[config.mk]
export PLATFORM = sky130hd
export DESIGN_NAME = wb_byte_loader
export DESIGN_NICKNAME = d
export VERILOG_FILES = /design/src/rtl/wb_byte_loader.sv
export SDC_FILE = /design/constraint.sdc
export NUM_CORES = 1
export LEC_CHECK = 0
export ABC_AREA = 1
export CAP_MARGIN = 5
export CORE_AREA = 2 2 117 119
export CTS_CLUSTER_DIAMETER = 120
export DETAILED_ROUTE_END_ITERATION = 8
export DIE_AREA = 0 0 119 121
export DONT_BUFFER_PORTS = 1
export GPL_TIMING_DRIVEN = 0
export PLACE_DENSITY_LB_ADDON = 0.1
export SYNTH_ARGS = -nofsm -noshare
export SYNTH_HDL_FRONTEND = slang
export SYNTH_SLANG_ARGS = --single-unit
[constraint.sdc]
create_clock -name wb_clk_i -period 2.3 [get_ports wb_clk_i]
set_input_delay 0.46 -clock wb_clk_i [delete_from_list [all_inputs] [get_ports wb_clk_i]]
set_output_delay 0.46 -clock wb_clk_i [all_outputs]
set_load 0.02 [all_outputs]
[src/rtl/wb_byte_loader.sv]
// wb_byte_loader: packs a little-endian byte stream into 32-bit Wishbone writes.
// Define LOADER_CHECKSUM_EN to enable the running byte checksum on checksum_o.
module wb_byte_loader #(
  parameter logic [31:0] BASE_ADR = 32'h0000_0000,
  parameter int unsigned WORDS    = 256
) (
  input  logic        wb_clk_i,
  input  logic        wb_rst_ni,
  input  logic        start_i,
  input  logic [15:0] len_i,
  input  logic [7:0]  s_data_i,
  input  logic        s_valid_i,
  output logic        s_ready_o,
  output logic [31:0] wbm_adr_o,
  output logic [31:0] wbm_dat_o,
  output logic [3:0]  wbm_sel_o,
  output logic        wbm_we_o,
  output logic        wbm_cyc_o,
  output logic        wbm_stb_o,
  input  logic        wbm_ack_i,
  output logic        busy_o,
  output logic        done_o,
  output logic [31:0] checksum_o
);

  typedef enum logic [1:0] {
    IDLE,
    FILL,
    WRITE,
    DONE
  } state_t;

  localparam logic [15:0] IDX_MASK = 16'(WORDS - 1);

  state_t      state_q, state_d;
  logic [15:0] rem_q, rem_d;
  logic [15:0] idx_q, idx_d;
  logic [1:0]  cnt_q, cnt_d;
  logic [31:0] word_q, word_d;
  logic        done_q;
  logic        take;
  logic        wr;

  assign s_ready_o = (state_q == FILL);
  assign take      = s_ready_o & s_valid_i;
  assign wr        = (state_q == WRITE);

  // Bus outputs decode straight from state so reset clears them at once.
  assign wbm_cyc_o = wr;
  assign wbm_stb_o = wr;
  assign wbm_we_o  = wr;
  assign wbm_sel_o = wr ? 4'hF : 4'h0;
  assign wbm_dat_o = wr ? word_q : 32'h0;
  assign wbm_adr_o = wr ? BASE_ADR + {14'h0, idx_q & IDX_MASK, 2'b00}
                        : 32'h0;

  assign busy_o = (state_q != IDLE);
  assign done_o = done_q;

  always_comb begin
    state_d = state_q;
    rem_d   = rem_q;
    idx_d   = idx_q;
    cnt_d   = cnt_q;
    word_d  = word_q;
    unique case (state_q)
      IDLE: begin
        if (start_i) begin
          rem_d   = len_i;
          idx_d   = 16'h0;
          cnt_d   = 2'd0;
          word_d  = 32'h0;
          state_d = (len_i == 16'h0) ? DONE : FILL;
        end
      end
      FILL: begin
        if (take) begin
          word_d[{cnt_q, 3'b000} +: 8] = s_data_i;
          cnt_d = cnt_q + 2'd1;
          if (cnt_q == 2'd3) state_d = WRITE;
        end
      end
      WRITE: begin
        if (wbm_ack_i) begin
          idx_d   = idx_q + 16'd1;
          rem_d   = rem_q - 16'd1;
          state_d = (rem_q == 16'd1) ? DONE : FILL;
        end
      end
      DONE: state_d = IDLE;
      default: state_d = IDLE;
    endcase
  end

  always_ff @(posedge wb_clk_i or negedge wb_rst_ni) begin
    if (!wb_rst_ni) begin
      state_q <= IDLE;
      rem_q   <= 16'h0;
      idx_q   <= 16'h0;
      cnt_q   <= 2'd0;
      word_q  <= 32'h0;
      done_q  <= 1'b0;
    end else begin
      state_q <= state_d;
      rem_q   <= rem_d;
      idx_q   <= idx_d;
      cnt_q   <= cnt_d;
      word_q  <= word_d;
      done_q  <= (state_q == DONE);
    end
  end

`ifdef LOADER_CHECKSUM_EN
  logic [31:0] sum_q;

  always_ff @(posedge wb_clk_i or negedge wb_rst_ni) begin
    if (!wb_rst_ni) begin
      sum_q <= 32'h0;
    end else if (state_q == IDLE && start_i) begin
      sum_q <= 32'h0;
    end else if (take) begin
      sum_q <= sum_q + {24'h0, s_data_i};
    end
  end

  assign checksum_o = sum_q;
`else
  assign checksum_o = 32'h0;
`endif

endmodule

* Yosys cells after proc, flatten, opt, wreduce, memory -nomap -nowiden
Index checks and enable logic that the tools add are counted.
** Word-level totals
- Register bits after elaboration :: 69
- Bits of input ports :: 29
- Output and inout port bits :: 106
- Logic and storage cells :: 53
** Operators by class
- $add $sub $neg :: 4
- Eq/ne operators :: 9
- Shift-type cells :: 2
- Multiplexer cells :: 23
- Bitwise logic cells :: 1
- Reductions and logical operators :: 8
** Operator list (number)
- 2-to-1 mux 32 bit :: 3
- 2-to-1 mux 16 bit :: 4
- one-hot mux 16 bit (2 select lines) :: 2
- one-hot mux 32 bit (2 select lines) :: 1
- bitwise mux 32 bit :: 1
- variable shift 8 x 7 -> 32 bit, first input constant :: 1
- indexed part select 8 x 7 -> 32 bit :: 1
- adder 16 x 1 -> 16 bit, second input constant :: 1
- == test 16 x 1 -> 1 bit, second input constant :: 1
- zero test 16 bit :: 1
- 2-to-1 mux 2 bit :: 8
- subtractor 16 x 1 -> 16 bit, second input constant :: 1
- 2-to-1 mux 10 bit :: 1
- one-hot mux 2 bit (4 select lines) :: 1
- negation 5 -> 7 bit :: 1
- == test 2 bit, second input constant :: 3
- AND reduction 3 bit :: 2
- nonzero test 2 bit :: 3
- 2-to-1 mux 4 bit :: 1
- inequality test 2 x 1 -> 1 bit, second input constant :: 2
- inequality test 2 bit, second input constant :: 2
- one-hot mux 2 bit (2 select lines) :: 1
- AND reduction 4 bit :: 1
- adder 2 x 1 -> 2 bit, second input constant :: 1
- other kinds (3) :: 3

* Longest topological paths before layout
Gate-level depths: netlist of the first run.
- Depth after elaboration :: 5
- Mapped depth :: 11
- Depth with buffers taken out :: 10

* Least setup slack after synthesis of the first run
No wires, ideal clock.
- Path kind :: reg2reg
- From :: register cnt_q[0]
- To :: register word_q[18]
- Setup time :: 0.074 ns
- Arrival :: 1.740 ns
- Path slack :: 0.486 ns
- Stages on the path, launching flop included :: 10
- Path buffers :: 1
- Clock period less this slack :: 1.814 ns
- Path through :: dfrtp_1 > clkbuf_1 > inv_1 > ha_1 > nand2_1 > inv_1 > nand2_1 > nor3_1 > nand2_2 > o21ai_2
** Between the ends
- Longest elaborated chain between the ends :: 5
- Elaborated cells on any way between the ends :: 6
- Those cells by class :: add/sub (1); shift (2); mux (3)
** Ends and longest elaborated chain
- start: declaration :: line 38 : logic [1:0] cnt_q, cnt_d;
- start signal: assignment :: line 107 : cnt_q <= cnt_d;
- negation 5 -> 7 bit (*) :: line 78 : word_d[{cnt_q, 3'b000} +: 8] = s_data_i;
- indexed part select 8 x 7 -> 32 bit / variable shift 8 x 7 -> 32 bit (equally long branches) :: line 78
- bitwise mux 32 bit (*) :: line 78
- 2-to-1 mux 32 bit (*) :: line 77 : if (take) begin
- one-hot mux 32 bit (2 select lines) (*) :: line 66 : unique case (state_q)
- end signal: assignment :: line 108 : word_q <= word_d;
- end: declaration :: line 39 : logic [31:0] word_q, word_d;
Mark *: on every way between the ends. The rest lies on a longest branch, timed or not. The select of a mux whose other input is x is not followed.
A chain may end at the register's enable or synchronous reset.

* Worst setup path in the final report of the first run
- From :: register state_q[0]
- To :: output wbm_dat_o[22]
** Between the ends
- Longest elaborated chain between the ends :: 2
** Ends and longest elaborated chain
- start: declaration :: line 35 : state_t state_q, state_d;
- start signal: assignment :: line 104 : state_q <= state_d;
- == test 2 bit :: line 46 : assign wr = (state_q == WRITE);
- 2-to-1 mux 32 bit :: line 53 : assign wbm_dat_o = wr ? word_q : 32'h0;
- end: declaration :: line 15 : output logic [31:0] wbm_dat_o,
Every way passes these cells.

==> impl_metrics.toml, run 1 <==
[placed_design]
dp_hpwl_mm = 8.31
port_buffers = 0
placed_cell_area_mm2 = 0.00483
gp_congestion = 0.798
dp.cells = 846

[sta]
maxSlewViolCount = 0
rsz0062_at_grt = "yes"
period_share = 0.983
fmax_mhz = 442
hold_viol_final = 0
min_period_ps = 2260
tns_ps = 0
clock_skew_ps = 5.66
setup_violations = 0

[flow_run]
drv_cap = 0

[final_layout]
n_antenna_cell = 0
final_cells = 862
final_cell_mix = "nand2_1, inv_1, nor2_1"
final_nets = 718
final_common_cell = "nand2_1"
syn_to_final_growth_pct = 19.1
fin_area_mm2 = 0.00525
drive_gt1_frac = 0.267

[worst_hold_path]
hold_class = "primary input to async pin"

[worst_setup_path]
cp_max_fo = 10
cp_data_required_time_ps = 1840
endpoint_kind = "output pin"
rrSetupSlack_ps = 410
critPathKind = "flop to output pin"
startpoint_type = "flop"
arrival_ps = 1800

[logic_synthesis]
yosysWarnings = 0
synth_fa_ha_area_frac = 0.0199
syn_area_mm2 = 0.00441
synth_top_family_by_area = "simple AND/OR/NAND/NOR gates"
synth_mux_area_frac = 0
yosysSeqAreaShare = 0.346
synth_area_per_cell_um2 = 7.16
synth_xor_area_frac = 0.00398
synthDistinctLibCells = 38
synth_compound_area_frac = 0.101
synth_seq_cells = 61
yosys.area_share.simple = 0.311
synth_cells = 615

[cts]
cts_tree = "done"
ctsLongestPathBuffers = 2
htree_levels = 3
clk_pin_slew_worst_paths_ps = 50
cts_buffers = 9
clk_latency_ps = 340
cts_sinks = 61
clock-root-buffer = "clkbuf_16"
cts_setup_buffers = 0

[global_routing]
antenna_found_initial = 0
track_usage = 0.156
first_global_vias = 3427
grt_pass1_wl_mm = 17.6
overflow = 0
grt_max_degree = 62

[power]
max-vdd-ir-drop_v = 0.000469
p_per_area_mw_per_mm2 = 1060
total_leakage_power_nw = 2.54

[run_status]
outcome = "finished, final reports clean"

[floorplanning]
die_h_um = 121
dieWidth_um = 119
ios = 135
core_region_area_mm2 = 0.0131
initial_core_util = 0.337
rows = 42
die-area_mm2 = 0.0144

[detailed_routing]
drc = 0
drtIter0Drc = 176
routed_via_density = 4.24
vias = 3658
detail_route.wl_per_cell_um = 12.5
drt_pass1_iterations = 5
antenna_left = 0
totalWireLength_mm = 10.8
-- sequential cells by signal (all words and copies together) (netlist names) --
name     count
state_q      2
cnt_q        2
idx_q        8
word_q      32
done_o       1
rem_q       16
-- synthesized netlist by cell type --
library cell,number,share of area
nand2_1,127,0.11
nor2_1,101,0.086
inv_1,83,0.071
buf_4,63,0.11
dfrtp_1,61,0.35
nand3_1,36,0.041
o21ai_2,25,0.050
o21ai_0,23,0.026
nor3_1,13,0.015
buf_2,11,0.012
nand2_2,11,0.016
a21oi_1,7,0.0080
ha_1,7,0.020
o21ai_1,7,0.0080
nand4_1,5,0.0071
inv_2,3,0.0026
inv_4,3,0.0043
buf_6,2,0.0051
buf_8,2,0.0068
nand2_4,2,0.0051
nand3_2,2,0.0045
nor2_2,2,0.0028
nor2_4,2,0.0051
nor2_8,2,0.0091
xor2_1,2,0.0040
buf_12,1,0.0045
clkbuf_1,1,0.00085
conb_1,1,0.00085
inv_6,1,0.0020
nand2_8,1,0.0045
nand3b_1,1,0.0017
nor3_2,1,0.0023
o211ai_1,1,0.0017
o21ai_4,1,0.0037
o22ai_1,1,0.0014
o22ai_2,1,0.0028
or2_1,1,0.0014
or2_2,1,0.0014
-- logic make-up (layout without fill, tap and decap cells) --
family          Yosys count  count (layout)
compound gates           66              66
flops                    61              61
other cells               1              56
fa+ha+maj                 7               7
xor+xnor                  2               2
simple gates            308             308
buf+inv                 170             186
-- metrics by stage --
stage / worst slack [ps] / utilization / power, mW / hold WS [ps]
after CTS: -44.3 / 0.395 / 5.58 / 4.42
final: 38.0 / 0.401 / 5.56 / 3.12
after global placement: 212 / 0.369 / 4.19 / 166
after floorplan: 486 / - / 3.69 / 164
after global routing: -59.1 / 0.401 / 6.03 / 13.8
after detailed placement: 211 / 0.369 / 4.23 / 166
-- where the power goes --
part / switching (mW) / internal, mW
Clock: 0.459 / 0.809
Combinational: 1.85 / 0.868
Sequential: 0.227 / 1.34
-- final cells by class --
class                           instances  area, um2
Timing Repair Buffer                    1       27.5
Multi-Input combinational cell        439       2230
Sequential cell                        61       1530
Clock buffer                           14        274
Inverter                               90        350
Buffer                                 80        618
Clock inverter                          1       5.00
Tap cell                              176        220
Fill cell                            1404       7840
-- path summary, 6_finish.rpt --
path,start,depth (start not counted),endpoint
min in group wb_clk_i,s_data_i[6],2,word_q[22]
hold / removal,wb_rst_ni,1,word_q[18]
setup reg to reg,cnt_q[0],8,word_q[4]
hold reg to reg,word_q[22],2,word_q[22]
setup / recovery,state_q[0],5,wbm_dat_o[22]
max in group asynchronous,wb_rst_ni,1,state_q[0]
-- per-layer routing --
metal  track usage  share of wire  up-vias
li1              -              -     1910
met1         0.185           0.43     1645
met2         0.263           0.49       90
met5             0              0        -
met3        0.0611          0.066       13
met4        0.0454          0.014        0
-- repair_timing --
| item | 4_1_cts | 5_1_grt |
|---|---|---|
| setup endpoints to repair | 31 | 44 |
| endpoints found under the hold margin | 61 | 0 |
| gates resized for setup | 11 | 31 |
| hold buffers | 1 | 0 |
-- worst max-delay path: stages (launching register included) --
cell	delay, ps
dfrtp_2	450
inv_1	90
nand2_1	130
clkbuf_4	240
buf_2	220
nor2_1	330
No activity file was read; power rests on OpenSTA's default activity.
==> inputs of run 2 (changes only) <==
--- a/config.mk
+++ b/config.mk
@@ -7,10 +7,10 @@
 export LEC_CHECK = 0
 export ABC_AREA = 1
 export CAP_MARGIN = 5
-export CORE_AREA = 2 2 117 119
+export CORE_AREA = 2 2 96 145
 export CTS_CLUSTER_DIAMETER = 120
 export DETAILED_ROUTE_END_ITERATION = 8
-export DIE_AREA = 0 0 119 121
+export DIE_AREA = 0 0 98 147
 export DONT_BUFFER_PORTS = 1
 export GPL_TIMING_DRIVEN = 0
 export PLACE_DENSITY_LB_ADDON = 0.1
==> impl_metrics.toml, run 2 (same netlist as run 1, synthesis figures left out) <==
[run_status]
outcome = "finished, final reports clean"

[detailed_routing]
drc = 0
drt_pass1_iterations = 4
totalWireLength_mm = 11.3
antenna_left = 0
drtIter0Drc = 83
routed_via_density = 4.32
vias = 3656
detail_route.wl_per_cell_um = 13.3

[final_layout]
syn_to_final_growth_pct = 18.5
largest_reg_flops = 32
final_common_cell = "nand2_1"
n_antenna_cell = 0
drive_gt1_frac = 0.272
nFillCells = 1420
largest_registers = "word_q x32, rem_q x16, idx_q x8"
final_cells = 847
final_cell_mix = "nand2_1, inv_1, nor2_1"
fin_util = 0.395
regMostFlops = "word_q"
final_nets = 718
fin_area_mm2 = 0.00522

[global_routing]
grtUsageMet1 = 0.165
met2_usage = 0.300
grt-busiest-layer = "met2"
met3_usage = 0.0523
overflow = 0
grt_pass1_wl_mm = 18.1
grt_max_degree = 62
antenna_found_initial = 0
first_global_vias = 3595
track_usage = 0.160

[power]
comb_power_share = 0.489
p_int_mw = 3.04
max-vdd-ir-drop_v = 0.000520
total_leakage_power_nw = 2.55
swShare = 0.456
seqPwrFrac = 0.281
clock_power_share = 0.231
switching_power_mw = 2.55
p_per_area_mw_per_mm2 = 1070

[placed_design]
dp_hpwl_mm = 8.86
port_buffers = 0
gp_congestion = 0.918
placed_cell_area_mm2 = 0.00481
dp.cells = 832

[sta]
clock_skew_ps = 4.87
fin_hold_ws_ps = 4.11
setup_violations = 0
rsz0062_at_grt = "yes"
hold_viol_final = 0
maxSlewViolCount = 0
period_share = 0.974
min_period_ps = 2240
fmax_mhz = 447

[cts]
clock-root-buffer = "clkbuf_16"
clk_pin_slew_worst_paths_ps = 50
clk_latency_ps = 330
ctsLongestPathBuffers = 2
htree_levels = 3
cts_sinks = 61
cts_tree = "done"
cts_setup_buffers = 0
cts_buffers = 9

[floorplanning]
die_h_um = 147
dieWidth_um = 98
ios = 135
initial_core_util = 0.334
die-area_mm2 = 0.0144
rows = 52
core_region_area_mm2 = 0.0132

[worst_setup_path]
path_cells = "inv_1, nand2_1, buf_4, buf_2, nor2_1"
path_buf_inv = 3
cp_top_family = "buffers and inverters"
arrival_ps = 1780
critPathSlowestCell = "dfrtp_2"
critPathKind = "flop to output pin"
critPathMaxStageDelay_ps = 450
cp_max_fo = 10
startpoint_type = "flop"
cp_data_required_time_ps = 1840
endpoint_kind = "output pin"

[flow_run]
drv_cap = 0

[worst_hold_path]
hold_class = "primary input to async pin"
run 2: area by class of cell:
| cell class | instances | area (um2) | area share |
|---|---|---|---|
| sequential | 61 | 1530 | 0.293 |
| tap | 162 | 203 | 0.0388 |
| inverter | 90 | 350 | 0.0671 |
| timing repair buffer | 1 | 27.5 | 0.00527 |
| clock buffer | 13 | 280 | 0.0537 |
| clock inverter | 1 | 5.00 | 0.000959 |
| multi-input combinational | 439 | 2210 | 0.424 |
| buffer | 80 | 616 | 0.118 |
run 2: worst reg2reg max path: stages (launching register included):
cell and delay (ps):
dfrtp_1 380, clkbuf_2 250, inv_1 140, ha_1 380
inv_1 130, nand2_1 160, nor3_1 280, nand2_2 80
o21ai_2 60
run 2: layer usage:
layer,vias up,share of wire
li1,1904,-
met1,1644,0.37
met2,92,0.55
met3,16,0.069
met4,0,0.016
met5,-,0
run 2: final timing paths:
check / endpoint / from / slack, ps / cells after the start
hold / removal: word_q[19] / wb_rst_ni / 4 / 1
setup reg to reg: word_q[4] / cnt_q[0] / 380 / 8
setup / recovery: wbm_dat_o[10] / state_q[0] / 60 / 5
hold reg to reg: word_q[22] / word_q[22] / 480 / 2
min in group wb_clk_i: word_q[22] / s_data_i[6] / 270 / 2
max in group asynchronous: state_q[0] / wb_rst_ni / 2000 / 1
run 2: power by group through the flow:
stage	clock network, mW	logic (mW)	registers [mW]
after global placement	0	2.65	1.58
final	1.29	2.73	1.57
after CTS	1.34	2.75	1.57
after detailed placement	0	2.67	1.58
after global routing	1.39	3.07	1.61
after floorplan	0	2.16	1.52
run 2: what timing repair did:
action                                 CTS  global route
endpoints found under the hold margin   61             0
hold buffers                             1             0
gates resized for setup                 19            20
setup endpoints to repair               43            40
run 2: metrics by stage:
stage	TNS [ps]	worst slack (ps)	power [mW]
2_1_floorplan	0	486	3.69
3_3_place_gp	0	206	4.23
3_5_place_dp	0	175	4.26
4_1_cts	0	9.40	5.66
5_1_grt	-422	-57.1	6.06
6_report	0	60.9	5.60
